--- src/rtl/instr_fetch_cached_pkg.sv ---
// Shared definitions for the cached instruction-fetch stage: FSM state
// encoding and address-split width helpers.
package instr_fetch_cached_pkg;

    // Two-state refill FSM, 1-bit encoding.
    typedef enum logic {
        ST_LOOKUP = 1'b0,
        ST_REFILL = 1'b1
    } fetch_state_t;

    // Offset-field width: log2 of words per line.
    function automatic int off_width(input int words);
        return $clog2(words);
    endfunction

    // Index-field width: log2 of cache lines.
    function automatic int idx_width(input int lines);
        return $clog2(lines);
    endfunction

    // Tag-field width: what remains of the word address above index and offset.
    function automatic int tag_width(input int addr_w, input int lines, input int words);
        return addr_w - $clog2(lines) - $clog2(words);
    endfunction

endpackage

--- src/rtl/instr_fetch_cached_icache_dm.sv ---
// Direct-mapped instruction cache storage: data, tag and valid arrays with a
// combinational lookup, a one-word refill write port and a line-validate port.
module icache_dm
    import instr_fetch_cached_pkg::*;
#(
    parameter int LINES   = 16,
    parameter int WORDS   = 4,
    parameter int INSTR_W = 16,
    parameter int TAG_W   = 10
) (
    input  logic                     clk,
    input  logic                     rst,
    input  logic [idx_width(LINES)-1:0] rd_idx,
    input  logic [off_width(WORDS)-1:0] rd_off,
    input  logic [TAG_W-1:0]         rd_tag,
    output logic [INSTR_W-1:0]       rd_data,
    output logic                     rd_hit,
    input  logic                     wr_en,
    input  logic [idx_width(LINES)-1:0] wr_idx,
    input  logic [off_width(WORDS)-1:0] wr_off,
    input  logic [INSTR_W-1:0]       wr_data,
    input  logic                     val_en,
    input  logic [idx_width(LINES)-1:0] val_idx,
    input  logic [TAG_W-1:0]         val_tag
);

    logic [INSTR_W-1:0] data_mem [LINES][WORDS];
    logic [TAG_W-1:0]   tag_mem  [LINES];
    logic [LINES-1:0]   valid;

    // Combinational lookup: a hit needs a valid line with a matching tag.
    always_comb begin
        rd_data = data_mem[rd_idx][rd_off];
        rd_hit  = valid[rd_idx] && (tag_mem[rd_idx] == rd_tag);
    end

    // Refill data write, one word per returned memory beat.
    always_ff @(posedge clk) begin
        if (wr_en) begin
            data_mem[wr_idx][wr_off] <= wr_data;
        end
    end

    // Tag capture when a completed line is validated.
    always_ff @(posedge clk) begin
        if (val_en) begin
            tag_mem[val_idx] <= val_tag;
        end
    end

    // Valid bits: cleared by reset, set when the last word of a line lands.
    always_ff @(posedge clk) begin
        if (rst) begin
            valid <= {LINES{1'b0}};
        end else if (val_en) begin
            valid[val_idx] <= 1'b1;
        end
    end

endmodule

--- src/rtl/instr_fetch_cached.sv ---
// Instruction-fetch stage with a direct-mapped instruction cache. Owns the PC,
// refills a missing line word by word from instruction memory, redirects on a
// taken branch (deferred until the refill finishes) and holds on stall.
module instr_fetch_cached
    import instr_fetch_cached_pkg::*;
#(
    parameter int                ADDR_W   = 16,
    parameter int                INSTR_W  = 16,
    parameter int                LINES    = 16,
    parameter int                WORDS    = 4,
    parameter logic [ADDR_W-1:0] RESET_PC = {ADDR_W{1'b0}}
) (
    input  logic               clk,
    input  logic               rst,
    input  logic               stall,
    input  logic               PC_src,
    input  logic [ADDR_W-1:0]  branch_target,
    output logic [INSTR_W-1:0] instr_fetch_out,
    output logic [ADDR_W-1:0]  pc_fetch_out,
    output logic               fetch_valid,
    output logic               hit_fetch_out,
    output logic               mem_req,
    output logic [ADDR_W-1:0]  mem_addr,
    input  logic [INSTR_W-1:0] mem_rdata,
    input  logic               mem_rvalid
);

    localparam int OW = off_width(WORDS);
    localparam int IW = idx_width(LINES);
    localparam int TW = tag_width(ADDR_W, LINES, WORDS);
    localparam logic [OW-1:0] CNT_LAST = OW'(WORDS - 1);

    fetch_state_t       state;
    logic [ADDR_W-1:0]  pc;
    logic [OW-1:0]      cnt;
    logic               pend_valid;
    logic [ADDR_W-1:0]  pend_target;

    logic [OW-1:0]      off_s;
    logic [IW-1:0]      idx_s;
    logic [TW-1:0]      tag_s;
    logic [INSTR_W-1:0] rd_data_s;
    logic               rd_hit_s;
    logic               wr_en_s;
    logic               last_s;

    // Address split of the current PC and refill write qualifiers.
    always_comb begin
        off_s   = pc[OW-1:0];
        idx_s   = pc[OW+IW-1:OW];
        tag_s   = pc[ADDR_W-1:OW+IW];
        wr_en_s = (state == ST_REFILL) && mem_rvalid;
        last_s  = wr_en_s && (cnt == CNT_LAST);
    end

    icache_dm #(
        .LINES   (LINES),
        .WORDS   (WORDS),
        .INSTR_W (INSTR_W),
        .TAG_W   (TW)
    ) u_icache (
        .clk     (clk),
        .rst     (rst),
        .rd_idx  (idx_s),
        .rd_off  (off_s),
        .rd_tag  (tag_s),
        .rd_data (rd_data_s),
        .rd_hit  (rd_hit_s),
        .wr_en   (wr_en_s),
        .wr_idx  (idx_s),
        .wr_off  (cnt),
        .wr_data (mem_rdata),
        .val_en  (last_s),
        .val_idx (idx_s),
        .val_tag (tag_s)
    );

    // PC, pending redirect, refill FSM and all registered outputs.
    always_ff @(posedge clk) begin
        if (rst) begin
            state           <= ST_LOOKUP;
            pc              <= RESET_PC;
            cnt             <= {OW{1'b0}};
            pend_valid      <= 1'b0;
            pend_target     <= {ADDR_W{1'b0}};
            instr_fetch_out <= {INSTR_W{1'b0}};
            pc_fetch_out    <= {ADDR_W{1'b0}};
            fetch_valid     <= 1'b0;
            hit_fetch_out   <= 1'b0;
            mem_req         <= 1'b0;
            mem_addr        <= {ADDR_W{1'b0}};
        end else begin
            case (state)
                ST_LOOKUP: begin
                    if (PC_src) begin
                        pc            <= branch_target;
                        fetch_valid   <= 1'b0;
                        hit_fetch_out <= 1'b0;
                    end else if (!stall) begin
                        if (rd_hit_s) begin
                            instr_fetch_out <= rd_data_s;
                            pc_fetch_out    <= pc;
                            fetch_valid     <= 1'b1;
                            hit_fetch_out   <= 1'b1;
                            pc              <= pc + ADDR_W'(1);
                        end else begin
                            fetch_valid   <= 1'b0;
                            hit_fetch_out <= 1'b0;
                            cnt           <= {OW{1'b0}};
                            mem_req       <= 1'b1;
                            mem_addr      <= {pc[ADDR_W-1:OW], {OW{1'b0}}};
                            state         <= ST_REFILL;
                        end
                    end
                end
                ST_REFILL: begin
                    // A branch during refill is remembered; the latest one wins.
                    if (PC_src) begin
                        pend_valid  <= 1'b1;
                        pend_target <= branch_target;
                    end
                    if (mem_rvalid) begin
                        if (cnt == CNT_LAST) begin
                            cnt        <= {OW{1'b0}};
                            mem_req    <= 1'b0;
                            state      <= ST_LOOKUP;
                            pend_valid <= 1'b0;
                            if (PC_src) begin
                                pc <= branch_target;
                            end else if (pend_valid) begin
                                pc <= pend_target;
                            end
                        end else begin
                            cnt      <= cnt + OW'(1);
                            mem_addr <= {pc[ADDR_W-1:OW], cnt + OW'(1)};
                        end
                    end
                end
                default: begin
                    state       <= ST_LOOKUP;
                    mem_req     <= 1'b0;
                    fetch_valid <= 1'b0;
                end
            endcase
        end
    end

endmodule

--- config.mk ---
export PLATFORM = sky130hd
export DESIGN_NAME = instr_fetch_cached
export DESIGN_NICKNAME = d
export VERILOG_FILES = /design/src/rtl/instr_fetch_cached_pkg.sv /design/src/rtl/instr_fetch_cached_icache_dm.sv /design/src/rtl/instr_fetch_cached.sv
export SDC_FILE = /design/constraint.sdc
export NUM_CORES = 1
export LEC_CHECK = 0
export CAP_MARGIN = 20
export CELL_PAD_IN_SITES_DETAIL_PLACEMENT = 1
export CELL_PAD_IN_SITES_GLOBAL_PLACEMENT = 1
export CORE_ASPECT_RATIO = 0.5
export CORE_MARGIN = 4
export CORE_UTILIZATION = 55
export CTS_CLUSTER_SIZE = 16
export DETAILED_ROUTE_END_ITERATION = 16
export PLACE_DENSITY_LB_ADDON = 0.1
export SLEW_MARGIN = 20
export SYNTH_ARGS = -nofsm -noshare
export SYNTH_HDL_FRONTEND = slang
export SYNTH_SLANG_ARGS = --single-unit
--- constraint.sdc ---
create_clock -name clk -period 4.1 [get_ports clk]
set_input_delay 1.23 -clock clk [delete_from_list [all_inputs] [get_ports clk]]
set_output_delay 1.23 -clock clk [all_outputs]
set_load 0.02 [all_outputs]
==> impl_metrics.py, run 1 <==
metrics = {
    "sta": {
        "fin_crit_ns": 3.59,
        "rsz0062_at_grt": "false",
        "skew_ns": 0.0288,
        "maxSlewViolCount": 0,
        "fmax_mhz": 279,
        "tns_ns": 0,
        "timing.final.crit_share_pct": 87.5,
        "slew_headroom_pct": 28.8,
        "worstMarginPinSlew_ns": 1.07,
        "hold_viol": 0,
        "finalSetupViolCount": 0,
    },
    "power_and_ir_drop": {
        "power_per_cell_area_nw_per_um2": 470,
        "ir_worst_vdd_v": 0.000324,
        "clockPowerShare_pct": 40.0,
        "power.leakage_nw": 17.4,
        "power_mw": 26.8,
        "combPwrFrac_pct": 6.0,
        "intPower_mw": 21.1,
        "p_sw_share_pct": 21.3,
        "p_switching_mw": 5.72,
        "p_seq_share_pct": 54.0,
    },
    "logic_synthesis": {
        "synth.area.top_cells": "edfxtp_1 71%, mux4_2 16%, dfxtp_1 4.2%",
        "syn-cell-area_sq_um": 50100,
        "ys_warn_count": 0,
        "ys_ff_latch": 1290,
        "synth_top_area_share_pct": 71.0,
        "synth-edff-count": 1184,
        "yosysSeqAreaShare_pct": 75.2,
        "netlist_instances": 2341,
        "yosysUniqueCellTypes": 73,
        "syn-num-nets": 2383,
        "avgSynthCellArea_sq_um": 21.4,
        "ys_async_sr_fraction_pct": 0,
        "ys.flop_type": "edfxtp_1",
        "synth_area_leader_cell": "edfxtp_1",
    },
    "layout": {
        "nets": 2569,
        "areaGrowthSynthToFinish_pct": 13.8,
        "drive_gt1_share_pct": 28.6,
    },
    "floorplanning": {
        "coreArea_sq_um": 89300,
        "pin_count": 88,
        "start_util_pct": 56.1,
        "die_area_sq_um": 96200,
        "die_x_um": 435,
        "die_h_um": 221,
        "num_rows": 77,
    },
    "routing": {
        "drt_iter0_drc": 2806,
        "drtAntennaViolNets": 0,
        "routedWlPerCell_um": 33.5,
        "via_per_inst": 6.53,
        "vias": 24900,
        "first_pass_iters": 5,
        "drc_errors": 0,
        "wl_um": 128000,
    },
    "worst_setup_path": {
        "cp_max_fo": 38,
        "crit_type": "register to register",
        "crit_required_ns": 4.68,
        "rrSetupSlack_ns": 0.51,
        "rr_worst_depth": 10,
        "arrival_ns": 4.17,
        "rr_endpoint": "instr_fetch_out[5]$_SDFFE_PP0P_",
        "end_kind": "register",
        "startpoint_type": "register",
    },
    "clocking": {
        "postCtsSetupBuffers": 0,
        "cts_buffers": 108,
        "clockRootBuffer": "clkbuf_16",
        "clk_latency_ns": 0.73,
        "clockBufferDepth": 3,
        "htree_levels": 3,
        "cts_resized": 0,
        "cts_hold_repair.buffers": 0,
        "clk_pin_slew_ns": 0.07,
        "cts.sinks": 1290,
        "cts_tree": "yes",
    },
    "global_routing": {
        "grt_overflow": 0,
        "track_usage_pct": 26.8,
        "first_global_vias": 25900,
        "grt_start_max_net_pins": 69,
        "grt_pass1_wl_um": 186000,
        "antenna_found_initial": 8,
    },
    "run": {
        "max_cap_viol_count": 0,
    },
    "hold_path": {
        "hold_end": "pend_target[2]$_SDFFE_PP0P_",
        "hp-start": "pend_target[2]$_SDFFE_PP0P_",
        "min_path_cells": 2,
        "hold_class": "register to register",
    },
    "placement": {
        "port_buffers": 87,
        "gp_congestion": 0.816,
        "hpwlAfterDp_um": 74100,
    },
    "status": {
        "outcome": "complete, no violations",
    },
}
## worst max-delay path by stage
stage / slack, ns / cells after the start / end / startpoint
2_1_floorplan: 0.81 / 10 / instr_fetch_out[0]$_SDFFE_PP0P_ / register
3_3_place_gp: 0.56 / 10 / instr_fetch_out[13]$_SDFFE_PP0P_ / register
3_5_place_dp: 0.49 / 10 / pc_fetch_out[2]$_SDFFE_PP0P_ / register
4_1_cts: 0.48 / 10 / instr_fetch_out[5]$_SDFFE_PP0P_ / register
5_1_grt: 0.29 / 11 / instr_fetch_out[5]$_SDFFE_PP0P_ / register
6_report: 0.51 / 10 / instr_fetch_out[5]$_SDFFE_PP0P_ / register
## synthesized netlist by cell type (7+ instances only)
cell	n
a22oi_1	7
inv_1	13
buf_1	9
nor2_1	156
o21ai_0	14
nor3_1	11
edfxtp_1	1184
dfxtp_1	106
nor2b_1	7
nand2_1	91
mux4_1	14
xnor2_1	13
o31ai_1	7
buf_2	34
mux2i_1	75
mux4_2	362
nand3_1	20
clkbuf_1	84
a21oi_1	30
## layout by cell type (no fill, tap or decap), types with 20 or more instances in the layout
master,netlist,final
mux2i_1,75,75
clkbuf_1,84,22
buf_12,3,35
nor2_1,156,101
clkinv_1,1,22
clkdlybuf4s50_1,0,70
a21oi_1,30,30
clkinv_2,0,20
edfxtp_1,1184,1184
dfxtp_1,106,101
mux4_2,362,362
nor2_2,1,40
nand2_1,91,91
buf_4,5,110
clkbuf_16,0,110
## logic make-up (layout without fill, tap and decap cells)
group	count (synthesis)	in the layout	synth area share [%]
other cells	0	4	0
xor+xnor	18	18	0.315
fa+ha+maj	5	5	0.125
buf+inv	155	433	1.46
compound gates	106	106	1.60
simple gates	314	314	2.69
flops	1290	1290	75.2
mux	453	453	18.6
## flip-flops by register name (all words and copies together), names as in the netlist, named ones only
register / count
cnt: 2
hit_fetch_out: 1
instr_fetch_out: 16
mem_addr: 16
mem_req: 1
pc: 16
pc_fetch_out: 16
pend_target: 16
pend_valid: 1
state: 1
u_icache.data_mem: 1024
u_icache.tag_mem: 160
u_icache.valid: 16
## worst max-delay path: stages, from the launching register on
cell,delay (ns)
dfxtp_4,0.51
buf_12,0.34
mux4_2,0.56
mux2i_1,0.17
xnor2_1,0.10
o31ai_2,0.40
nand4_1,0.19
nor4b_2,0.41
buf_12,0.36
mux2i_1,0.27
nor2_1,0.07
## power groups by stage
stage	combinational [mW]	sequential (mW)	clock, mW
2_1_floorplan	1.02	14.7	0
3_3_place_gp	1.57	14.7	0
3_5_place_dp	1.60	14.7	0
4_1_cts	1.61	14.5	10.9
5_1_grt	1.72	14.4	11.5
6_report	1.61	14.5	10.7
## per-layer routing
layer | up-vias | part of all wire [%] | track usage [%]
met5 | - | 0.0094 | 0
met4 | 2 | 1.9 | 6.46
met3 | 158 | 9.3 | 7.14
met2 | 1088 | 47 | 40.7
met1 | 13500 | 42 | 39.7
li1 | 10100 | - | -
## area by class of cell
cell class	instances	area (sq um)
Antenna cell	4	10.0
Clock inverter	67	757
Fill cell	7129	32300
Sequential cell	1290	37700
Inverter	15	61.3
Timing Repair Buffer	216	2230
Tap cell	1185	1480
Multi-Input combinational cell	896	11900
Clock buffer	135	2880
## metrics by stage
step	cells	setup WS, ns	hold WS, ns	cell area [sq um]	utilization [%]
global placement	3601	0.563	0.443	53300	59.7
CTS	3803	0.482	0.461	56900	63.7
floorplan	2341	0.809	0.435	50100	-
finish	3808	0.511	0.458	57000	63.8
global route	3805	0.295	0.476	57000	63.8
detailed placement	3601	0.488	0.451	53300	59.7
Power figures use the tool's default switching activity.
==> run 2, diff against run 1 <==
Settings changed: RECOVER_POWER set to 25.
==> run 2 against run 1 <==
Effect of this change: the run now ends with capacitance limit, slew limit left; fmax about the same; core utilization decreased by 0.11 points; non-clock buffer count unchanged; routed wire length increased by 0.11%; register-to-register slack about the same; via count about the same; final area decreased by 0.18%; worst hold slack improved by 0.0013 ns; critical endpoint is now instr_fetch_out[12]$_SDFFE_PP0P_; largest cell class unchanged.
==> impl_metrics.py, run 2 (same netlist as run 1, synthesis figures left out) <==
metrics = {
    "routing": {
        "drt_iter0_drc": 2952,
        "first_pass_iters": 5,
        "drc_errors": 0,
        "via_per_inst": 6.54,
        "wl_um": 128000,
        "routedWlPerCell_um": 33.6,
        "vias": 24900,
        "drtAntennaViolNets": 0,
    },
    "worst_setup_path": {
        "rr_worst_depth": 10,
        "arrival_ns": 4.15,
        "crit_required_ns": 4.66,
        "rrSetupSlack_ns": 0.51,
        "cpMaxStageDelayCell": "mux4_2",
        "end_kind": "register",
        "cp_max_fo": 38,
        "max_stage_delay_ns": 0.55,
        "startpoint_type": "register",
        "rr_endpoint": "instr_fetch_out[12]$_SDFFE_PP0P_",
        "crit_chain": "buf_12 -> mux4_2 -> mux2i_1 -> xnor2_1 -> o31ai_2 -> nand4_1 -> nor4b_2 -> buf_12 -> mux2i_1 -> nor2_1",
        "crit_type": "register to register",
    },
    "hold_path": {
        "min_path_cells": 2,
        "hold_end": "pend_target[2]$_SDFFE_PP0P_",
        "hp-start": "pend_target[2]$_SDFFE_PP0P_",
        "hold_class": "register to register",
    },
    "power_and_ir_drop": {
        "power_per_cell_area_nw_per_um2": 471,
        "power_mw": 26.8,
        "ir_worst_vdd_v": 0.000328,
        "power.leakage_nw": 17.3,
    },
    "sta": {
        "tns_ns": 0,
        "maxSlewViolCount": 1026,
        "hold_slack_ns": 0.460,
        "fmax_mhz": 279,
        "skew_ns": 0.0349,
        "hold_viol": 0,
        "rsz0062_at_grt": "false",
        "slew_headroom_pct": -98.0,
        "timing.final.crit_share_pct": 87.5,
        "fin_crit_ns": 3.59,
        "finalSetupViolCount": 0,
        "worstMarginPinSlew_ns": 2.97,
    },
    "floorplanning": {
        "pin_count": 88,
        "start_util_pct": 56.1,
        "die_x_um": 435,
        "coreArea_sq_um": 89300,
        "die_h_um": 221,
        "die_area_sq_um": 96200,
        "num_rows": 77,
    },
    "placement": {
        "port_buffers": 87,
        "hpwlAfterDp_um": 74100,
        "gp_congestion": 0.816,
    },
    "clocking": {
        "clk_latency_ns": 0.73,
        "clockRootBuffer": "clkbuf_16",
        "htree_levels": 3,
        "clockBufferDepth": 3,
        "cts_tree": "yes",
        "clk_pin_slew_ns": 0.06,
        "cts_buffers": 108,
        "cts_resized": 0,
        "postCtsSetupBuffers": 0,
        "cts.sinks": 1290,
        "cts_hold_repair.buffers": 0,
    },
    "layout": {
        "drive_gt1_share_pct": 27.6,
        "areaGrowthSynthToFinish_pct": 13.6,
        "regMostFlops": "u_icache.data_mem",
        "largest_registers": "u_icache.data_mem x1024, u_icache.tag_mem x160",
        "nFillCells": 7149,
        "largest_register_ffs": 1024,
        "mostFrequentLayoutCells": "1,184 x edfxtp_1, 362 x mux4_2, 110 x clkbuf_16, 101 x nor2_1, 101 x dfxtp_1",
        "nets": 2569,
        "mostFrequentLayoutCell": "edfxtp_1",
    },
    "global_routing": {
        "antenna_found_initial": 7,
        "grt_overflow": 0,
        "track_usage_pct": 26.8,
        "grt_pass1_wl_um": 186000,
        "first_global_vias": 25900,
        "grt_start_max_net_pins": 69,
    },
    "status": {
        "outcome": "finished, violations left",
        "violations": "capacitance limit, slew limit",
    },
    "run": {
        "max_cap_viol_count": 16,
    },
}
## run 2: area by class of cell
cell class | instances | area, sq um | share of cell area, %
Sequential cell | 1290 | 37700 | 66.2
Multi-Input combinational cell | 896 | 11900 | 20.9
Clock buffer | 135 | 2880 | 5.06
Timing Repair Buffer | 216 | 2130 | 3.75
Tap cell | 1185 | 1480 | 2.61
Clock inverter | 67 | 757 | 1.33
Inverter | 15 | 61.3 | 0.108
Antenna cell | 3 | 7.51 | 0.0132
## run 2: per-layer routing
layer | vias to the layer above | GRT usage (%) | share of wire (%)
met3 | 159 | 7.14 | 9.5
met5 | - | 0 | 0.0094
met1 | 13500 | 39.7 | 42
li1 | 10100 | - | -
met4 | 2 | 6.46 | 2.0
met2 | 1153 | 40.7 | 47
## run 2: worst max path at each step
stage / slack (ns) / end / cells after the start / start
6_report: 0.51 / instr_fetch_out[12]$_SDFFE_PP0P_ / 10 / register
5_1_grt: 0.28 / instr_fetch_out[5]$_SDFFE_PP0P_ / 10 / register
4_1_cts: 0.48 / instr_fetch_out[5]$_SDFFE_PP0P_ / 10 / register
3_5_place_dp: 0.49 / pc_fetch_out[2]$_SDFFE_PP0P_ / 10 / register
3_3_place_gp: 0.56 / instr_fetch_out[13]$_SDFFE_PP0P_ / 10 / register
2_1_floorplan: 0.81 / instr_fetch_out[0]$_SDFFE_PP0P_ / 10 / register
## run 2: through the flow
stage,utilization [%],setup WS [ns],cells,area (sq um)
2_1_floorplan,-,0.809,2341,50100
3_3_place_gp,59.7,0.563,3601,53300
3_5_place_dp,59.7,0.488,3601,53300
4_1_cts,63.7,0.482,3803,56900
5_1_grt,63.7,0.278,3805,56900
6_report,63.7,0.512,3807,56900
## run 2: worst max-delay path: cells and delay by family, from the launching register on
family                 cells  cell delay, ns
flip-flops                 1            0.51
XOR/XNOR                   1            0.12
multiplexers               3            1.00
AO/OA/AOI/OAI              1            0.36
AND/OR/NAND/NOR            3            0.66
buffers and inverters      2            0.68
## run 2: where the power goes
group          leakage (nW)  internal, mW  switching, mW
logic                  4.04         0.688          0.908
registers              11.5          14.4         0.0794
clock network          1.77          5.99           4.72
==> run 3, diff against run 2 <==
--- a/config.mk
+++ b/config.mk
@@ -12,5 +12,6 @@
 export CORE_MARGIN = 4
-export CORE_UTILIZATION = 55
+export CORE_UTILIZATION = 56
 export CTS_CLUSTER_SIZE = 16
 export DETAILED_ROUTE_END_ITERATION = 16
+export DONT_BUFFER_PORTS = 1
 export PLACE_DENSITY_LB_ADDON = 0.1
==> constraint.sdc (replaced) <==
create_clock -name clk -period 4.1 [get_ports clk]
set_input_delay 0.82 -clock clk [delete_from_list [all_inputs] [get_ports clk]]
set_output_delay 0.82 -clock clk [all_outputs]
set_load 0.02 [all_outputs]
==> run 3 against run 2 <==
Effect of this change: the run now ends clean; die area fell by 1.7%; sequential cell count did not move; fmax decreased by 0.52%; highest routed layer is now met4; core utilization is 0.72 points lower; via count fell by 2.7%; power is 1.8% lower; final cell count is 2.5% lower.
==> impl_metrics.py, run 3 (same netlist as run 1, synthesis figures left out) <==
metrics = {
    "sta": {
        "timing.final.crit_share_pct": 88.0,
        "fmax_mhz": 277,
        "worst_slack_ns": 0.493,
        "rsz0062_at_grt": "false",
        "fin_crit_ns": 3.61,
        "hold_viol": 0,
        "tns_ns": 0,
        "slew_headroom_pct": 27.8,
        "skew_ns": 0.0278,
        "worstMarginPinSlew_ns": 1.08,
        "maxSlewViolCount": 0,
        "finalSetupViolCount": 0,
    },
    "global_routing": {
        "grt_overflow": 0,
        "track_usage_pct": 27.5,
        "antenna_found_initial": 4,
        "first_global_vias": 25300,
        "grt_pass1_wl_um": 183000,
        "grt_start_max_net_pins": 127,
    },
    "floorplanning": {
        "die_x_um": 431,
        "pin_count": 88,
        "coreArea_sq_um": 88500,
        "num_rows": 77,
        "die_h_um": 219,
        "start_util_pct": 56.6,
        "die_area_sq_um": 94600,
    },
    "placement": {
        "place_area_sq_um": 52200,
        "preCtsSetupSlack_ns": 0.508,
        "dp.cells": 3505,
        "gp_congestion": 0.804,
        "port_buffers": 0,
        "hpwlAfterDp_um": 73300,
    },
    "layout": {
        "nFillCells": 7098,
        "mostFrequentLayoutCell": "edfxtp_1",
        "regMostFlops": "u_icache.data_mem",
        "largest_register_ffs": 1024,
        "areaGrowthSynthToFinish_pct": 11.4,
        "mostFrequentLayoutCells": "1,184 x edfxtp_1, 362 x mux4_2, 109 x clkbuf_16, 109 x buf_4, 102 x dfxtp_1",
        "multi_input_area_sq_um": 11900,
        "nets": 2472,
        "drive_gt1_share_pct": 29.0,
        "stdcell_area_sq_um": 55800,
        "seq_area_sq_um": 37700,
        "largest_registers": "u_icache.data_mem x1024, u_icache.tag_mem x160",
        "fin_cells": 3712,
    },
    "clocking": {
        "cts_hold_repair.buffers": 0,
        "cts.sinks": 1290,
        "clockBufferDepth": 3,
        "clockRootBuffer": "clkbuf_16",
        "clk_latency_ns": 0.73,
        "cts_resized": 0,
        "clk_pin_slew_ns": 0.07,
        "cts_tree": "yes",
        "htree_levels": 3,
        "cts_buffers": 108,
        "postCtsSetupBuffers": 0,
    },
    "worst_setup_path": {
        "max_stage_delay_ns": 0.55,
        "end_kind": "register",
        "crit_type": "register to register",
        "cpMaxStageDelayCell": "mux4_1",
        "arrival_ns": 4.21,
        "startpoint_type": "register",
        "crit_chain": "buf_4 -> mux4_1 -> mux2_2 -> a32oi_1 -> nor4b_2 -> o2111ai_1 -> nor4b_2 -> buf_12 -> buf_12 -> mux2i_1 -> nor2_1",
        "crit_required_ns": 4.70,
        "cp_max_fo": 17,
    },
    "routing": {
        "drc_errors": 0,
        "drtAntennaViolNets": 0,
        "first_pass_iters": 5,
        "via_per_inst": 6.52,
        "routedWlPerCell_um": 34.0,
        "drt_iter0_drc": 2887,
        "vias": 24200,
        "wl_um": 126000,
    },
    "hold_path": {
        "hold_class": "primary input to register",
    },
    "status": {
        "outcome": "complete, no violations",
    },
    "power_and_ir_drop": {
        "power_mw": 26.3,
        "power_per_cell_area_nw_per_um2": 472,
        "power.leakage_nw": 16.9,
        "ir_worst_vdd_v": 0.000370,
    },
    "run": {
        "max_cap_viol_count": 0,
    },
}
-- run 3: cell types whose count changed in the layout (fill, tap and decap cells not counted), moves of 9 or more --
| cell | change |
|---|---|
| clkdlybuf4s50_1 | -70 |
| buf_12 | -24 |
| clkbuf_1 | -23 |
| buf_4 | +21 |
| nor2_1 | -9 |
| nor2_2 | +9 |
-- run 3: worst max-delay path: cells and delay by family, from the launching register on --
kind                   cells  cell delay, ns
DFF                        1            0.53
and+or+nand+nor            3            0.77
buffers and inverters      3            0.67
AOI/OAI and AO/OA          2            0.37
muxes                      3            1.07
-- run 3: routing by layer --
metal	track usage, %	up-vias	wire length, um
met5	0	-	0
met4	5.57	0	2560
met3	7.31	174	11500
met2	43.0	1034	60200
met1	39.8	13100	52000
li1	-	9879	-
-- run 3: power by group --
part	internal (mW)	switching, mW
clock network	5.75	4.74
registers	14.4	0.0771
logic	0.662	0.706
-- run 3: final cells by class --
type	count	area share (%)
Timing Repair Buffer	119	1.83
Inverter	15	0.110
Tap cell	1185	2.66
Sequential cell	1290	67.6
Antenna cell	3	0.0135
Clock buffer	143	5.32
Multi-Input combinational cell	896	21.4
Clock inverter	61	1.14
-- run 3: final timing paths --
check | from | endpoint | slack, ns | cells past startpoint
max | register | instr_fetch_out[15]$_SDFFE_PP0P_ | 0.49 | 11
min | rst | pc_fetch_out[9]$_SDFFE_PP0P_ | 0.18 | 1
max reg2reg | register | instr_fetch_out[15]$_SDFFE_PP0P_ | 0.49 | 11
min reg2reg | pend_target[12]$_SDFFE_PP0P_ | pend_target[12]$_SDFFE_PP0P_ | 0.46 | 2
-- run 3: per-stage QoR --
step	hold slack [ns]	utilization, %
after detailed placement	0.445	58.9
after global placement	0.437	58.9
after CTS	0.122	63.0
final	0.177	63.0
after floorplan	0.435	-
after global routing	0.124	63.0
